`src/rtl/traffic_lights_cmd_arbiter.sv`:
```
// Command arbiter for one traffic_lights instance: power-up configuration, then
// round-robin between two requesters with validation and minimum command spacing.
// Optional shadow registers of the last issued timings: TRAFFIC_LIGHTS_CMD_SHADOW_EN.
module traffic_lights_cmd_arbiter #(
  parameter int CMD_GAP_TICKS  = 3,
  parameter int BOOT_SEQ       = 1,
  parameter int BOOT_GREEN_MS  = 10,
  parameter int BOOT_RED_MS    = 10,
  parameter int BOOT_YELLOW_MS = 10
) (
  input  logic        clk_0m002,
  input  logic        srst_i,
  input  logic [2:0]  req0_type_i,
  input  logic [15:0] req0_data_i,
  input  logic        req0_val_i,
  output logic        req0_ready_o,
  input  logic [2:0]  req1_type_i,
  input  logic [15:0] req1_data_i,
  input  logic        req1_val_i,
  output logic        req1_ready_o,
  output logic [2:0]  cmd_type_o,
  output logic        cmd_val_o,
  output logic [15:0] cmd_data_o,
  output logic        err_o,
  output logic        err_src_o,
  output logic        busy_o,
  output logic        boot_done_o,
  output logic [15:0] green_ms_o,
  output logic [15:0] red_ms_o,
  output logic [15:0] yellow_ms_o
);

  typedef enum logic [1:0] {S_BOOT, S_IDLE, S_GAP} state_t;

  localparam logic [2:0] CMD_ON     = 3'd0;
  localparam logic [2:0] CMD_UNREG  = 3'd2;
  localparam logic [2:0] CMD_GREEN  = 3'd3;
  localparam logic [2:0] CMD_RED    = 3'd4;
  localparam logic [2:0] CMD_YELLOW = 3'd5;

  localparam int            GW        = (CMD_GAP_TICKS > 1) ? $clog2(CMD_GAP_TICKS) : 1;
  localparam logic [GW-1:0] GAP_LAST  = GW'(CMD_GAP_TICKS - 1);
  localparam logic [2:0]    BOOT_LAST = 3'd4;
  localparam state_t        RST_STATE = (BOOT_SEQ != 0) ? S_BOOT : S_IDLE;

  state_t        state, state_next;
  logic [GW-1:0] gap_cnt, gap_cnt_next;
  logic [2:0]    boot_idx, boot_idx_next;
  logic          ptr, ptr_next;
  logic          boot_done_next;

  logic          grant0, grant1, sel, fire, cmd_ok;
  logic [2:0]    sel_type;
  logic [15:0]   sel_data;
  logic          issue, reject;
  logic [2:0]    issue_type;
  logic [15:0]   issue_data;

  // Arbitration: the pointer breaks ties only when both requesters are valid.
  assign grant0   = req0_val_i && (!req1_val_i || !ptr);
  assign grant1   = req1_val_i && (!req0_val_i ||  ptr);
  assign sel      = grant1;
  assign sel_type = sel ? req1_type_i : req0_type_i;
  assign sel_data = sel ? req1_data_i : req0_data_i;
  assign fire     = (state == S_IDLE) && (grant0 || grant1);
  assign cmd_ok   = (sel_type <= CMD_UNREG) ||
                    ((sel_type <= CMD_YELLOW) && (sel_data != 16'd0));

  // Reset gates the combinational outputs so every output reads 0 during reset.
  assign req0_ready_o = (state == S_IDLE) && grant0 && !srst_i;
  assign req1_ready_o = (state == S_IDLE) && grant1 && !srst_i;
  assign busy_o       = (state != S_IDLE) && !srst_i;

  // NOTE: every always_comb target is given a default first so no latch is inferred.
  always_comb begin
    state_next     = state;
    gap_cnt_next   = gap_cnt;
    boot_idx_next  = boot_idx;
    ptr_next       = ptr;
    boot_done_next = boot_done_o || (BOOT_SEQ == 0);
    issue          = 1'b0;
    reject         = 1'b0;
    issue_type     = sel_type;
    issue_data     = (sel_type >= CMD_GREEN) ? sel_data : 16'd0;

    case (state)
      S_BOOT: begin
        issue        = 1'b1;
        state_next   = S_GAP;
        gap_cnt_next = '0;
        case (boot_idx)
          3'd0:    begin issue_type = CMD_UNREG;  issue_data = 16'd0;                 end
          3'd1:    begin issue_type = CMD_GREEN;  issue_data = 16'(BOOT_GREEN_MS);    end
          3'd2:    begin issue_type = CMD_RED;    issue_data = 16'(BOOT_RED_MS);      end
          3'd3:    begin issue_type = CMD_YELLOW; issue_data = 16'(BOOT_YELLOW_MS);   end
          default: begin issue_type = CMD_ON;     issue_data = 16'd0;                 end
        endcase
      end
      S_IDLE: begin
        if (fire) begin
          ptr_next = ~sel;
          if (cmd_ok) begin
            issue        = 1'b1;
            state_next   = S_GAP;
            gap_cnt_next = '0;
          end else begin
            reject = 1'b1;
          end
        end
      end
      S_GAP: begin
        if (gap_cnt == GAP_LAST) begin
          if (boot_done_o) begin
            state_next = S_IDLE;
          end else if (boot_idx == BOOT_LAST) begin
            state_next     = S_IDLE;
            boot_done_next = 1'b1;
          end else begin
            boot_idx_next = boot_idx + 3'd1;
            state_next    = S_BOOT;
          end
        end else begin
          gap_cnt_next = gap_cnt + 1'b1;
        end
      end
      default: state_next = RST_STATE;
    endcase
  end

  // NOTE: sequential state uses non-blocking assignments so all flops update together.
  always_ff @(posedge clk_0m002 or posedge srst_i) begin
    if (srst_i) begin
      state       <= RST_STATE;
      gap_cnt     <= '0;
      boot_idx    <= '0;
      ptr         <= 1'b0;
      boot_done_o <= 1'b0;
      cmd_val_o   <= 1'b0;
      cmd_type_o  <= '0;
      cmd_data_o  <= '0;
      err_o       <= 1'b0;
      err_src_o   <= 1'b0;
    end else begin
      state       <= state_next;
      gap_cnt     <= gap_cnt_next;
      boot_idx    <= boot_idx_next;
      ptr         <= ptr_next;
      boot_done_o <= boot_done_next;
      cmd_val_o   <= issue;
      err_o       <= reject;
      if (issue) begin
        cmd_type_o <= issue_type;
        cmd_data_o <= issue_data;
      end
      if (reject) err_src_o <= sel;
    end
  end

`ifdef TRAFFIC_LIGHTS_CMD_SHADOW_EN
  always_ff @(posedge clk_0m002 or posedge srst_i) begin
    if (srst_i) begin
      green_ms_o  <= '0;
      red_ms_o    <= '0;
      yellow_ms_o <= '0;
    end else if (issue) begin
      case (issue_type)
        CMD_GREEN:  green_ms_o  <= issue_data;
        CMD_RED:    red_ms_o    <= issue_data;
        CMD_YELLOW: yellow_ms_o <= issue_data;
        default: ;
      endcase
    end
  end
`else
  assign green_ms_o  = '0;
  assign red_ms_o    = '0;
  assign yellow_ms_o = '0;
`endif

endmodule

```
`config.mk`:
```
export PLATFORM = sky130hd
export DESIGN_NAME = traffic_lights_cmd_arbiter
export DESIGN_NICKNAME = d
export VERILOG_FILES = /design/src/rtl/traffic_lights_cmd_arbiter.sv
export SDC_FILE = /design/constraint.sdc
export NUM_CORES = 1
export LEC_CHECK = 0
export BUFFER_PORTS_ARGS = -buffer_cell sky130_fd_sc_hd__clkbuf_2
export CAP_MARGIN = 20
export CELL_PAD_IN_SITES_DETAIL_PLACEMENT = 1
export CELL_PAD_IN_SITES_GLOBAL_PLACEMENT = 2
export CORE_MARGIN = 10
export CORE_UTILIZATION = 26
export DETAILED_ROUTE_END_ITERATION = 8
export GPL_ROUTABILITY_DRIVEN = 0
export PLACE_DENSITY_LB_ADDON = 0.1
export REMOVE_ABC_BUFFERS = 1
export SLEW_MARGIN = 15
export SYNTH_ARGS = -nofsm -noshare
export SYNTH_HDL_FRONTEND = slang
export SYNTH_SLANG_ARGS = --single-unit
```
`constraint.sdc`:
```
create_clock -name clk_0m002 -period 2.6 [get_ports clk_0m002]
set_input_delay 0.52 -clock clk_0m002 [delete_from_list [all_inputs] [get_ports clk_0m002]]
set_output_delay 0.52 -clock clk_0m002 [all_outputs]
set_load 0.05 [all_outputs]
```
After elaboration in Yosys (flattened, before gate mapping)
Index checks and enable logic that the tools add are counted.

Logic and storage cells: 82. Flip-flop bits (word level): 31. Output and inout port bits: 74.

Muxes and demuxes: 25. $add $sub $neg: 2. Bitwise logic cells: 3. Reduce and logical (&&, ||, !) cells: 27. Eq/ne operators: 12. Magnitude comparators: 3.

Operators with widths (count): $mux W16 (3); $reduce_bool A16 Y1 (1); $mux W2 (6); $pmux W2 S3 (2); $pmux W3 S4 (1); $logic_and A1 B1 Y1 (9); $mux W1 (9); $ne A2 B2 Y1 const B (4); $reduce_and A4 Y1 (2); $eq A3 B2 Y1 const B (2); $mux W3 (2); $eq A2 B2 Y1 const B (2); $logic_not A1 Y1 (4); $logic_or A1 B1 Y1 (4); $mux W4 (1); $reduce_and A2 Y1 (2); $add A3 B1 Y3 const B (1); $eq A3 B1 Y1 const B (1); $eq A3 B3 Y1 const B (1); $ge A3 B2 Y1 const B (1); $le A3 B2 Y1 const B (1); $le A3 B3 Y1 const B (1); $logic_not A3 Y1 (1); $not A1 Y1 (3); other kinds (8) (8).

Depth between registers and ports, before layout
Gate-level depths: netlist of the first run.

Word-level depth: 10. Depth in mapped cells: 9. Gate-level depth less buffers: 7.

Worst setup path before layout of the first run
No wires, ideal clock.

Kind: input -> output. From: input req1_val_i. To: output req1_ready_o. Stages: 4. Arrival time: 2.237 ns. Slack: -0.157 ns. Path through: buf_2 -> nand2_4 -> buf_1 -> nor3_1.

Cells in the longest elaborated chain, start to end: 3.

RTL lines: start: declaration (line 19) `input logic req1_val_i,`; $logic_and A1 B1 Y1 (line 61) `assign grant1 = req1_val_i && (!req0_val_i || ptr);`; $logic_and A1 B1 Y1 (2 in a row) (line 71) `assign req1_ready_o = (state == S_IDLE) && grant1 && !srst_i;`; end: declaration (line 20) `output logic req1_ready_o,`.

No other way between the ends.

Worst setup path after layout of the first run
From: register state[0]. To: output req0_ready_o.

Cells in the longest elaborated chain, start to end: 3.

RTL lines: start: declaration (line 46) `state_t state, state_next;`; start signal: assignment (line 144) `state <= state_next;`; $eq A2 B1 Y1 (line 70) `assign req0_ready_o = (state == S_IDLE) && grant0 && !srst_i;`; $logic_and A1 B1 Y1 (2 in a row) (line 70); end: declaration (line 16) `output logic req0_ready_o,`.

No other way between the ends.

==> results_dict.tcl, run 1 <==
set metrics [dict create \
    grt_use_total 0.101 \
    tightest_slew_ps 584 \
    cts_buffer_depth 2 \
    hold_path.class "input port to asynchronous set/reset pin" \
    slowest_delay_ps 520 \
    powerDensity_nw_per_um2 887 \
    synthArstFlopShare 1.00 \
    wl_per_cell_um 16.5 \
    setup_viol 0 \
    critPathSlowestCell "dfrtp_1" \
    area_delta_synth_final_pct 19.5 \
    via_count 1713 \
    startpoint_type "flip-flop" \
    cp_top_family "flip-flops" \
    finalSetupTns_ps 0 \
    synth.distinct_cells 41 \
    antennaDiodeCount 0 \
    reg2reg_depth 7 \
    ys.flop_type "dfrtp_1" \
    grt_max_degree 32 \
    synth_edf_count 0 \
    cts-resized-gates 0 \
    drc 0 \
    crit_required_ps 2080 \
    dr.pass1.iters 4 \
    drv_slew 0 \
    grt_pass1_wl_um 10500 \
    avgSynthCellArea_um2 10.2 \
    path_cells "nor2b_1, nand2_1, a21oi_1, and2_1, clkbuf_2" \
    multi_input_area_um2 1170 \
    cts_sinks 31 \
    fin_crit_ps 2210 \
    design.portCount 116 \
    critical_path.max_fanout 10 \
    grt_pass1_vias 1921 \
    slew_headroom 0.609 \
    path_buf_inv 1 \
    portBuffers 67 \
    rsz0062_at_grt "false" \
    min_period_over_period 0.850 \
    yosysTopAreaCellShare 0.353 \
    num_rows 33 \
    final_nets 337 \
    startpoint "state[0]" \
    ys_seq_elements 31 \
    fin_skew_ps 3.49 \
    hpwl_um 5460 \
    synth_area_um2 2200 \
    yosysSeqAreaShare 0.353 \
    ys_warn_count 0 \
    via_per_inst 4.34 \
    worstSetupPathDepth 5 \
    die_h_um 112 \
    clkTransAtPathRegs_ps 70 \
    post_cts_hold_buffer_count 0 \
    fillers 996 \
    hold_violations 0 \
    outcome "finished clean" \
    synthTopCellsByArea "dfrtp_1, buf_4, mux2i_1" \
    r2r-start "ptr" \
    grt.overflow.total 0 \
    dieArea_um2 12500 \
    endpoint "req0_ready_o" \
    antenna_found_initial 0 \
    peakVddDrop_mv 0.343 \
    ant_nets 0 \
    die_w_um 112 \
    clock_latency_ps 280 \
    cts_inserted_buffers 5 \
    cts_tree "yes" \
    clockRootBuffer "clkbuf_8" \
    final-seq-area_um2 776 \
    routed_wl_um 6510 \
    core-area_um2 8220 \
    r2r_setup_slack_ps 510 \
    critPathArrivalTime_ps 1690 \
    leakage_nw 1.37 \
    htreeDepth 2 \
    timing_worst_setup_path_type "flip-flop to output port" \
    critPathCaptureType "output port" \
    hold_ws_ps 351 \
    rr_endpoint "cmd_data_o[12]" \
    synth_cells 216 \
    layout-drive-gt1-share 0.352 \
    timing.fmax_ghz 0.452 \
    cap_violations 0 \
    start_util 0.267 \
    post_cts_buffers 0 \
    yosysTopAreaCell "dfrtp_1" \
    drtIter0Drc 40 \
]
worst min-delay path, stage by stage:
cell	delay, ps
clkbuf_2	100
inv_1	60
buf_4	380
worst min path at each step:
| stage | end | startpoint | cells after the start | slack (ps) |
|---|---|---|---|---|
| floorplan | ptr | ptr | 1 | 470 |
| global placement | cmd_data_o[7] | cmd_data_o[7] | 1 | 480 |
| detailed placement | cmd_data_o[2] | cmd_data_o[2] | 1 | 490 |
| CTS | cmd_type_o[1] | srst_i | 3 | 360 |
| global route | cmd_val_o | srst_i | 3 | 400 |
| finish | gap_cnt[0] | srst_i | 3 | 350 |
state kept, by name (all words and copies together) (netlist names):
name	cells
boot_done_o	1
boot_idx	3
cmd_data_o	16
cmd_type_o	3
cmd_val_o	1
err_o	1
err_src_o	1
gap_cnt	2
ptr	1
state	2
Yosys cell counts (2+ instances only):
master	count
nor2b_1	2
inv_1	8
o2bb2ai_1	4
mux2_2	2
nor3_1	6
and2_1	2
mux2i_1	19
dfrtp_1	31
buf_2	3
a21oi_1	11
nor4_1	4
or3_1	2
buf_4	48
a32o_1	2
o21ai_0	10
o31ai_1	4
nand4_1	3
o21ai_1	2
a21o_1	2
nand2_1	6
nor2_1	9
ha_1	6
o2bb2ai_2	10
a22o_1	2
clkbuf_1	2
layout make-up:
cell class,instances,area share
tap,105,0.0501
multi-input combinational,169,0.445
timing repair buffer,74,0.153
sequential,31,0.296
clock inverter,2,0.0134
clock buffer,6,0.0315
inverter,8,0.0114
logic make-up (layout without fill, tap and decap cells):
kind of cell             Yosys count  count (layout)  share of synthesized area
XOR/XNOR                           1               1                    0.00399
adder cells (fa/ha/maj)            6               6                     0.0342
AND/OR/NAND/NOR                   39              39                      0.102
multiplexers                      21              21                     0.0969
AO/OA/AOI/OAI                     54              54                      0.213
buffers and inverters             63              90                      0.195
flip-flops                        31              31                      0.353
other                              1              48                    0.00171
cells in the final DEF (no fill, tap or decap), drive strengths merged:
| cell type | count |
|---|---|
| a32o | 2 |
| xnor2 | 1 |
| a21oi | 12 |
| nor2b | 2 |
| nor3 | 6 |
| a31o | 1 |
| nand2 | 7 |
| a22o | 3 |
| and2 | 2 |
| o31a | 1 |
| a22oi | 1 |
| or3 | 2 |
| nand4 | 3 |
| clkinv | 1 |
| conb | 48 |
| inv | 8 |
| a2111oi | 1 |
| bufinv | 1 |
| nor4 | 4 |
| a31oi | 1 |
| a21o | 2 |
| ha | 6 |
| mux2i | 19 |
| nor3b | 1 |
| clkbuf | 73 |
| o2bb2ai | 14 |
| nor2 | 10 |
| nand2b | 2 |
| buf | 7 |
| o31ai | 4 |
| dfrtp | 31 |
| mux2 | 2 |
| o21ai | 12 |
routing by layer:
layer	vias up	part of all wire	global-route usage	routed length, um
li1	823	-	-	-
met1	815	0.46	0.125	3000
met2	70	0.45	0.162	2930
met3	5	0.083	0.0392	540
met4	0	0.0072	0.0257	47
met5	-	0	0	0
report_power, final:
| part | switching [mW] | internal [mW] |
|---|---|---|
| Combinational | 0.789 | 0.335 |
| Sequential | 0.105 | 0.599 |
| Clock | 0.189 | 0.310 |
per-stage QoR:
stage / area [um2] / instances / utilization / setup WS (ps) / total power, mW
final: 2620 / 395 / 0.319 / 389 / 2.33
after global routing: 2620 / 395 / 0.319 / 254 / 2.48
after CTS: 2620 / 395 / 0.319 / 358 / 2.37
after detailed placement: 2510 / 387 / 0.305 / 130 / 1.86
after global placement: 2510 / 387 / 0.305 / 183 / 1.85
after floorplan: 1970 / 208 / - / 190 / 1.53
Power figures use the tool's default switching activity.
==> inputs of run 2 (changes only) <==
--- a/config.mk
+++ b/config.mk
@@ -5,7 +5,7 @@
 export SDC_FILE = /design/constraint.sdc
 export NUM_CORES = 1
 export LEC_CHECK = 0
-export BUFFER_PORTS_ARGS = -buffer_cell sky130_fd_sc_hd__clkbuf_2
+export BUFFER_PORTS_ARGS = -buffer_cell sky130_fd_sc_hd__buf_2
 export CAP_MARGIN = 20
 export CELL_PAD_IN_SITES_DETAIL_PLACEMENT = 1
 export CELL_PAD_IN_SITES_GLOBAL_PLACEMENT = 2
==> results_dict.tcl, run 2 (synthesis gave the netlist of run 1 again) <==
set metrics [dict create \
    outcome "finished clean" \
    portBuffers 67 \
    peakVddDrop_mv 0.355 \
    die_h_um 112 \
    cts_sinks 31 \
    grt.overflow.total 0 \
    fin_util 0.316 \
    grt_pass1_vias 1926 \
    final_nets 337 \
    slew_headroom 0.586 \
    area_delta_synth_final_pct 18.1 \
    hold_ws_ps 347 \
    critPathArrivalTime_ps 1690 \
    drc 0 \
    finalSetupTns_ps 0 \
    cts_buffer_depth 2 \
    power_mw 2.22 \
    die_w_um 112 \
    place_ws_ps 148 \
    powerDensity_nw_per_um2 856 \
    clkTransAtPathRegs_ps 60 \
    drtIter0Drc 68 \
    drv_slew 0 \
    hold_violations 0 \
    layout_common_cells "buf_2, conb_1, dfrtp_1" \
    tightest_slew_ps 618 \
    hpwl_um 5500 \
    grt_max_degree 32 \
    critical_path.max_fanout 10 \
    cp_top_family "flip-flops" \
    worstSetupPathDepth 5 \
    reg2reg_depth 7 \
    critPathCaptureType "output port" \
    antenna_found_initial 0 \
    final_cells 394 \
    cts_inserted_buffers 5 \
    critPathSlowestCell "dfrtp_1" \
    clockRootBuffer "clkbuf_8" \
    ant_nets 0 \
    layout-drive-gt1-share 0.349 \
    crit_required_ps 2080 \
    startpoint_type "flip-flop" \
    postLayoutSetupSlackWorst_ps 386 \
    largest_reg_flops 16 \
    placed_cell_area_um2 2510 \
    timing_worst_setup_path_type "flip-flop to output port" \
    post_cts_buffers 0 \
    fillers 995 \
    post_cts_hold_buffer_count 0 \
    fin_crit_ps 2210 \
    via_count 1725 \
    start_util 0.267 \
    grt_pass1_wl_um 10400 \
    path_buf_inv 1 \
    hold_path.class "input port to asynchronous set/reset pin" \
    clock_latency_ps 290 \
    slowest_delay_ps 520 \
    rsz0062_at_grt "false" \
    timing.fmax_ghz 0.452 \
    largest_register "cmd_data_o" \
    r2r_setup_slack_ps 510 \
    min_period_over_period 0.852 \
    placed_cells 387 \
    fin_skew_ps 1.82 \
    grt_use_total 0.102 \
    leakage_nw 1.36 \
    dr.pass1.iters 4 \
    antennaDiodeCount 0 \
    final_common_cell "buf_2" \
    cts-resized-gates 0 \
    path_cells "nor2b_1, nand2_1, a21oi_1, and2_1, buf_2" \
    setup_viol 0 \
    dieArea_um2 12500 \
    core-area_um2 8220 \
    reg_top3 "cmd_data_o (16), boot_idx (3), cmd_type_o (3)" \
    cts_tree "yes" \
    num_rows 33 \
    via_per_inst 4.38 \
    htreeDepth 2 \
    design.portCount 116 \
    final_cell_area_um2 2590 \
    cap_violations 0 \
    routed_wl_um 6580 \
    wl_per_cell_um 16.7 \
]
[run 2: routing by layer]
metal | share of wire | global-route usage | up-vias
met5 | 0 | 0 | -
met4 | 0.013 | 0.0360 | 0
met3 | 0.073 | 0.0386 | 9
met2 | 0.46 | 0.166 | 69
met1 | 0.46 | 0.120 | 824
li1 | - | - | 823
[run 2: power by group]
part           switching, mW  leakage, nW  total [mW]  internal (mW)
Sequential             0.102        0.402       0.701          0.599
Combinational          0.789        0.912        1.13          0.339
Clock                  0.183       0.0470       0.390          0.207
Total                   1.07         1.36        2.22           1.15
[run 2: final cells by class]
class	instances	area [um2]	share of cell area
Sequential cell	31	776	0.299
Clock inverter	1	5.00	0.00193
Clock buffer	6	82.6	0.0318
Tap cell	105	131	0.0507
Multi-Input combinational cell	169	1170	0.451
Timing Repair Buffer	74	400	0.154
Inverter	8	30.0	0.0116
[run 2: path summary, 6_finish.rpt]
kind | startpoint | end
hold / removal | srst_i | cmd_val_o
min in group clk_0m002 | cmd_data_o[12] | cmd_data_o[12]
setup / recovery | state[0] | req0_ready_o
hold reg to reg | cmd_data_o[12] | cmd_data_o[12]
setup reg to reg | ptr | cmd_data_o[11]
max in group asynchronous | srst_i | ptr
[run 2: worst reg2reg max path, cell delays in order (launching register included)]
cell       delay [ps]
dfrtp_1           400
nand2b_4          180
nand2_4           130
mux2i_1           480
a21o_1            290
or3_1             140
buf_4             240
o2bb2ai_1         110
